## config.mk

```make
export PLATFORM = sky130hd
export DESIGN_NAME = dff_pipe
export DESIGN_NICKNAME = d
export VERILOG_FILES = /design/src/rtl/dff_pkg.sv /design/src/rtl/dff_pipe_stage.sv /design/src/rtl/dff_pipe.sv
export SDC_FILE = /design/constraint.sdc
export NUM_CORES = 1
export LEC_CHECK = 0
export ABC_AREA = 1
export CAP_MARGIN = 20
export CORE_MARGIN = 4
export CORE_UTILIZATION = 35
export CTS_CLUSTER_DIAMETER = 120
export DETAILED_ROUTE_END_ITERATION = 10
export PLACE_DENSITY = 0.71
export REMOVE_ABC_BUFFERS = 1
export SLEW_MARGIN = 15
export SYNTH_ARGS = -nofsm -noshare
export SYNTH_HDL_FRONTEND = slang
export SYNTH_HIERARCHICAL = 1
export SYNTH_SLANG_ARGS = --single-unit
```

## constraint.sdc

```tcl
create_clock -name C -period 1.6 [get_ports C]
set_input_delay 0.32 -clock C [delete_from_list [all_inputs] [get_ports C]]
set_output_delay 0.32 -clock C [all_outputs]
set_load 0.005 [all_outputs]
```

## src/rtl/dff_pkg.sv

```systemverilog
// Shared types and helpers for the dff_pipe elastic pipeline register.
package dff_pkg;

  typedef enum logic [1:0] {
    EMPTY = 2'b00,
    BUSY  = 2'b01,
    FULL  = 2'b11
  } stage_t;

  // Width needed to hold 0..2*depth beats.
  function automatic int count_w(input int depth);
    return $clog2(2 * depth + 1);
  endfunction

endpackage

```

## src/rtl/dff_pipe_stage.sv

```systemverilog
// Single 2-entry skid stage: main reg M is the head, skid reg S holds the second beat.
// Optional synchronous flush when DFF_PIPE_FLUSH_EN is defined.
module dff_pipe_stage
  import dff_pkg::*;
#(
  parameter int           N    = 32,
  parameter logic [N-1:0] INIT = {N{1'b0}}
) (
  input  logic         C,
  input  logic         R,
`ifdef DFF_PIPE_FLUSH_EN
  input  logic         flush,
`endif
  input  logic         in_valid,
  input  logic [N-1:0] in_data,
  output logic         in_ready,
  output logic         out_valid,
  output logic [N-1:0] out_data,
  input  logic         out_ready
);

  // state | meaning
  // EMPTY | no beat held, M stale
  // BUSY  | one beat in M
  // FULL  | two beats, M is older, S is younger; upstream stalled
  stage_t       r_state;
  stage_t       w_state_nxt;
  logic [N-1:0] r_m;
  logic [N-1:0] r_s;
  logic         w_acc;
  logic         w_drn;
  logic         w_load_m;
  logic         w_load_s;
  logic         w_m_from_s;

  assign in_ready  = (r_state != FULL);
  assign out_valid = (r_state != EMPTY);
  assign out_data  = r_m;
  assign w_acc     = in_valid && in_ready;
  assign w_drn     = out_valid && out_ready;

  always_comb begin
    w_state_nxt = r_state;
    w_load_m    = 1'b0;
    w_load_s    = 1'b0;
    w_m_from_s  = 1'b0;
    case (r_state)
      EMPTY: begin
        if (w_acc) begin
          w_state_nxt = BUSY;
          w_load_m    = 1'b1;
        end
      end
      BUSY: begin
        if (w_acc && !w_drn) begin
          w_state_nxt = FULL;
          w_load_s    = 1'b1;
        end else if (!w_acc && w_drn) begin
          w_state_nxt = EMPTY;
        end else if (w_acc && w_drn) begin
          w_load_m    = 1'b1;
        end
      end
      FULL: begin
        if (w_drn) begin
          w_state_nxt = BUSY;
          w_load_m    = 1'b1;
          w_m_from_s  = 1'b1;
        end
      end
      default: w_state_nxt = EMPTY;
    endcase
`ifdef DFF_PIPE_FLUSH_EN
    // Flush wins over any handshake; data regs keep their contents.
    if (flush) begin
      w_state_nxt = EMPTY;
      w_load_m    = 1'b0;
      w_load_s    = 1'b0;
      w_m_from_s  = 1'b0;
    end
`endif
  end

  always_ff @(posedge C or negedge R) begin
    if (!R) begin
      r_state <= EMPTY;
    end else begin
      r_state <= w_state_nxt;
    end
  end

  always_ff @(posedge C or negedge R) begin
    if (!R) begin
      r_m <= INIT;
      r_s <= INIT;
    end else begin
      if (w_load_m) r_m <= w_m_from_s ? r_s : in_data;
      if (w_load_s) r_s <= in_data;
    end
  end

endmodule

```

## src/rtl/dff_pipe.sv

```systemverilog
// Elastic pipeline register: DEPTH chained skid stages with a registered beat count.
// Optional synchronous flush port when DFF_PIPE_FLUSH_EN is defined.
module dff_pipe
  import dff_pkg::*;
#(
  parameter int           N     = 32,
  parameter int           DEPTH = 1,
  parameter logic [N-1:0] INIT  = {N{1'b0}}
) (
  input  logic                        C,
  input  logic                        R,
`ifdef DFF_PIPE_FLUSH_EN
  input  logic                        flush,
`endif
  input  logic                        in_valid,
  input  logic [N-1:0]                in_data,
  output logic                        in_ready,
  output logic                        out_valid,
  output logic [N-1:0]                out_data,
  input  logic                        out_ready,
  output logic [count_w(DEPTH)-1:0]   count
);

  localparam int            CW      = count_w(DEPTH);
  localparam logic [CW-1:0] CNT_MAX = CW'(2 * DEPTH);

  logic [DEPTH:0] w_v;
  logic [DEPTH:0] w_r;
  logic [N-1:0]   w_d [0:DEPTH];
  logic [CW-1:0]  r_count;
  logic           w_in_fire;
  logic           w_out_fire;

  assign w_v[0]     = in_valid;
  assign w_d[0]     = in_data;
  assign in_ready   = w_r[0];
  assign out_valid  = w_v[DEPTH];
  assign out_data   = w_d[DEPTH];
  assign w_r[DEPTH] = out_ready;

  for (genvar g = 0; g < DEPTH; g++) begin : g_stage
    dff_pipe_stage #(
      .N    (N),
      .INIT (INIT)
    ) u_stage (
      .C         (C),
      .R         (R),
`ifdef DFF_PIPE_FLUSH_EN
      .flush     (flush),
`endif
      .in_valid  (w_v[g]),
      .in_data   (w_d[g]),
      .in_ready  (w_r[g]),
      .out_valid (w_v[g+1]),
      .out_data  (w_d[g+1]),
      .out_ready (w_r[g+1])
    );
  end

  assign w_in_fire  = in_valid && in_ready;
  assign w_out_fire = out_valid && out_ready;

  always_ff @(posedge C or negedge R) begin
    if (!R) begin
      r_count <= '0;
`ifdef DFF_PIPE_FLUSH_EN
    end else if (flush) begin
      r_count <= '0;
`endif
    end else begin
      case ({w_in_fire, w_out_fire})
        2'b10:   r_count <= r_count + CW'(1);
        2'b01:   r_count <= r_count - CW'(1);
        default: r_count <= r_count;
      endcase
    end
  end

  assign count = r_count;

  a_count_max: assert property (@(posedge C) disable iff (!R) r_count <= CNT_MAX);

endmodule

```

# Yosys cells after proc, flatten, opt, wreduce, memory -nomap -nowiden
# Index checks and enable logic that the tools add are counted.
# op_classes
n_addsub,2
n_eq_ne,8
muxes,16
reduce_logical,11
# ops
cell,count
two-way mux 32 bit,1
two-way mux 1 bit,8
two-way mux 2 bit,4
one-hot mux 2 bit (3 select lines),1
logical AND 1 bit,5
"== test 2 x 1 -> 1 bit, second input constant",2
"== test 2 bit, second input constant",2
"inequality test 2 x 1 -> 1 bit, second input constant",2
one-hot mux 2 bit (2 select lines),1
nonzero test 2 bit,2
"inequality test 3 x 1 -> 1 bit, second input constant",1
one-hot mux 1 bit (3 select lines),1
AND reduction 3 bit,1
"adder 2 x 1 -> 2 bit, second input constant",1
logical NOT 1 bit,2
logical NOT 2 bit,1
"inequality test 2 bit, second input constant",1
"subtractor 2 x 1 -> 2 bit, second input constant",1
# totals
ff_bits,68
out_inout_bits,36
elab_cells,41

# Longest topological paths before layout
# depth
word_depth,7
mapped_depth,13
ltp_nobuf,11

# By module
# The synthesis kept the hierarchy.
# by_module_without_submodules
mod,instances,cells_per_inst,area_per_inst_um2
dff_pipe_stage,1,420,3283.1
dff_pipe,1,17,126.4

# Worst setup path before layout
# No wires, ideal clock.
# synth_timing
path_type,flip-flop to flip-flop
from,reg g_stage[0].u_stage.r_state[0]
to,"reg r_count[1], in the netlist count[1]"
setup_time_ns,0.117
arrival_time_ns,1.625
t_required_ns,1.483
slack_ns,-0.142
stages_incl_launch_ff,13
synth_period_minus_slack_ns,1.742
path_cell_list,dfrtp_1 inv_1 ha_1 inv_2 buf_6 buf_2 nand2_1 inv_1 ha_1 inv_1 nand3_1 nand2_1 nand2_1
# synth_via
elab_chain_len,4
elab_cells_between_ends,8
classes_between,eq/ne (3); mux (1); reduce/logical (4)
# synth_lines
item,line,rtl
start: declaration,dff_pipe_stage.sv:26,stage_t r_state;
start signal: assignment,dff_pipe_stage.sv:88,r_state <= w_state_nxt;
nonzero test 2 bit *,dff_pipe_stage.sv:37,assign out_valid = (r_state != EMPTY);
net out_valid,dff_pipe.sv:18,"output logic out_valid,"
logical AND 1 bit *,dff_pipe.sv:61,assign w_out_fire = out_valid && out_ready;
== test 2 x 1 -> 1 bit or == test 2 bit (tied branches),dff_pipe.sv:71,"case ({w_in_fire, w_out_fire})"
one-hot mux 2 bit (2 select lines) or nonzero test 2 bit (tied branches),--,
end signal: assignment,dff_pipe.sv:72,2'b10: r_count <= r_count + CW'(1);
end signal: assignment,dff_pipe.sv:73,2'b01: r_count <= r_count - CW'(1);
end signal: assignment,dff_pipe.sv:74,default: r_count <= r_count;
end: declaration,dff_pipe.sv:30,logic [CW-1:0] r_count;
# Mark *: on every way through the listed nets, which the timed path passes. The rest lies on a longest branch.
# A chain may end at the register's enable or synchronous reset.

# Final worst setup path
# layout_timing
from,reg g_stage[0].u_stage.r_state[1]
to,reg g_stage[0].u_stage.r_m[17]
# layout_via
elab_chain_len,7
elab_cells_between_ends,20
classes_between,eq/ne (3); mux (8); reduce/logical (9)
# layout_lines
item,line,rtl
inequality test 2 bit or nonzero test 2 bit (tied branches),"dff_pipe_stage.sv:36, dff_pipe_stage.sv:37",
logical AND 1 bit (on tied branches),"dff_pipe_stage.sv:39, dff_pipe_stage.sv:40",
logical AND 1 bit or logical NOT 1 bit (tied branches),"dff_pipe_stage.sv:60, dff_pipe_stage.sv:58",
two-way mux 1 bit or logical AND 1 bit (tied branches),"dff_pipe_stage.sv:60, dff_pipe_stage.sv:58",
two-way mux 1 bit,dff_pipe_stage.sv:58,end else if (!w_acc && w_drn) begin
two-way mux 1 bit,dff_pipe_stage.sv:55,if (w_acc && !w_drn) begin
one-hot mux 1 bit (3 select lines),dff_pipe_stage.sv:47,case (r_state)
end signal: assignment,dff_pipe_stage.sv:97,if (w_load_m) r_m <= w_m_from_s ? r_s : in_data;
end: declaration,dff_pipe_stage.sv:28,logic [N-1:0] r_m;
# Parallel ways exist; a longest one is shown, timed or not.

==> metrics.txt <==
clock tree sinks 68; Setup CP Type reg2reg; Placed Area between 4000 and 5000 um2; biggest area consumer among synthesized cells dfrtp_1; layout cells sized above 1 24.4%; Remaining DRCs 0; Setup Total Neg Slack -2.73 ns; critical path's slowest cell dfrtp_1; die width 107 um; Leak 2.63 nW; Pins Over Slew Limit 0; status finished with violations; diode count 0; Pre-antenna DRT Iters 4; root buffer cell clkbuf_8; first-pass GRT wire length 17,000 um; Post-Synth Adder-Cell Area approximately 2.2%; Synth Register Bits 68; Yosys top cell area share between 40 and 50%; Net Switching 4.05 mW; largest net degree at the start of global routing 39; Bufs and invs on worst path 3; Comb power frac between 50 and 60%; cell-internal power 6.27 mW; Tcrit/Tclk final 107%; worst skew pair latency 0.34 ns; Top Ports 72; vias in the first global route 3,407; grt ovf 0; gate family responsible for the most delay along the worst path simple AND/OR/NAND/NOR gates; maxcap violations 0; Core ar. around 9400 um2; Placer Congestion 0.814; DP HPWL around 6000 um; detailed-route vias per instance around 4.9; Worst Max-Slew Pin Slew 0.449 ns; skew final 0.00832 ns; post-layout util 55.4%; starting DRC count in detailed routing 236; PD cells 1990 nW/um2; Pwr Total 10.3 mW; Rel. slew slack 70.0%; simple-gate portion of the synthesized area 40.0%; Std-Cell Rows 35; startpoint types flop; CTS max path bufs 2; crit path time final 1.72 ns; met2 wire len a little over 5000 um; sequential area share after synthesis 49.9%; sw frac 39.2%; Worst Path Max Fanout 8; unrepaired setup endpoints after global routing true; slowest stage delay, CP 0.42 ns; P&R area growth vs syn 52.3%; CTS buffer count 9; die footprint 11,400 um2; peak supply drop roughly 0.98 mV; Yosys Warn Count 6; XOR/XNOR Fraction of Synth Area 0.257%; Starting Density 36.4%; final hold slack 0.468 ns; Commonest cells post-synth nand2_1, dfrtp_1, nand3_1; Mapped Area 3410 um2; largest family of logic cells by synthesized area simple AND/OR/NAND/NOR gates; post-route ant nets 0; Synth Area in Compound Gates 0.147%; part of the power in the clock network roughly 15%; ys flop type dfrtp_1; endpoint class of the critical path flop; Sequential Power Share 29.8%; cells along the critical path buf_6 > ha_4 > buf_6 > nor2_4 > nand3_4 > nand2_8 > buf_12 > nand2_8 > nand2_2 > nand2_1; CTS H-tree depth 3; initial antenna violation count 0; CTS tree built; Mapped Cells 437; # fillers 876; Final Cell Area 5190 um2; fraction of synthesized area in multiplexers 0%; All-Layer GR Usage approximately a fifth; Hold Vio Cnt, Final 0; worst path required time 1.83 ns; nets between 500 and 600; EDFF count, synth 0; CP Data Arrival Time around 2.0 ns; final worst slack -0.117 ns; Mean Syn Cell Area 7.80 um2; Vias between 3,000 and 4,000; most common cell in the netlist nand2_1; Die H approximately 110 um; fraction of registers with async set/reset 100%; Min-Delay Path Class in2async; Routed WL 10,300 um; clk slew on worst S/H paths ~0.080 ns; Port Buffers 71; Peak Freq 582 MHz; Met1 Wirelength between 4000 and 5000 um; DR WL/cell 15.2 um; met3 wire len roughly 640 um; endpoints failing setup 47; Cell variety after synth 18; uppermost layer routed met4; largest cells by area after synthesis dfrtp_1, nand2_1, nand4_1, nand3_1, buf_6; failing checks setup timing
-- per-stage QoR --
stage               setup slack (ns)  cells
floorplan                     -0.982    407
global placement              -0.126    631
detailed placement            -0.169    631
CTS                          -0.0484    673
global route                  -0.163    678
finish                        -0.117    678
-- sequential cells by signal (all words and copies together), names as in the netlist --
signal and flops:
g_stage.u_stage/out_data 32, g_stage.u_stage/r_s 32, count 2, g_stage.u_stage/r_state 2
-- per-layer routing --
layer  vias to the layer above  track usage, %
met2                       112            31.3
met1                      1590            24.6
met3                        12            3.25
met5                         -               0
met4                         0            7.58
li1                       1621               -
-- cell type report --
class | instances | area [um2] | share of cell area, %
Multi-Input combinational cell | 327 | 1760 | 34.0
Sequential cell | 68 | 1700 | 32.8
Inverter | 15 | 70.1 | 1.35
Tap cell | 129 | 161 | 3.11
Clock buffer | 12 | 145 | 2.80
Clock inverter | 4 | 72.6 | 1.40
Timing Repair Buffer | 123 | 1280 | 24.6
-- placed cells by master, fill, tap and decap left out, types with 8 or more instances in the layout --
cell,n
clkdlybuf4s50_1,63
nand2_2,23
clkbuf_8,10
buf_6,8
buf_4,33
nand4_1,34
dfrtp_1,68
nand2_1,212
nand3_1,20
nand3_2,16
-- power groups by stage --
stage	registers [mW]	clock network [mW]	logic, mW
final	3.08	1.58	5.67
after global routing	3.17	1.69	6.19
after CTS	3.06	1.61	5.37
after detailed placement	3.06	0	3.89
after floorplan	3.00	0	1.88
after global placement	3.03	0	3.78
-- timing repair --
| action | 4_1_cts | 5_1_grt |
|---|---|---|
| pin swaps | 18 | 19 |
| setup buffers | 20 | 5 |
| cloned | 6 | 0 |
| hold buffers | 1 | 0 |
| endpoints found under the hold margin | 30 | 0 |
| setup endpoints to repair | 35 | 71 |
| resized for setup | 70 | 27 |
-- path summary, 6_finish.rpt --
kind / startpoint / end / slack, ns / cells after the start
worst max-delay path: g_stage[0].u_stage/r_state[1] / g_stage[0].u_stage/out_data[17] / -0.12 / 10
worst min-delay path: R / g_stage[0].u_stage/r_s[21] / 0.47 / 2
worst max register to register: g_stage[0].u_stage/r_state[1] / g_stage[0].u_stage/out_data[17] / -0.12 / 10
worst min register to register: g_stage[0].u_stage/out_data[5] / g_stage[0].u_stage/out_data[5] / 0.48 / 2
max in group asynchronous: R / g_stage[0].u_stage/out_data[24] / 0.58 / 3
min in group C: out_ready / g_stage[0].u_stage/out_data[22] / 0.47 / 5
-- cell families after synthesis --
| group | after synthesis |
|---|---|
| xor gates and xnor gates | 1 |
| and+or+nand+nor | 316 |
| DFF | 68 |
| buffers and inverters | 45 |
| AOI/OAI and AO/OA | 1 |
| adders and majority gates | 6 |
Note: power is estimated with default switching activity, not from simulation.
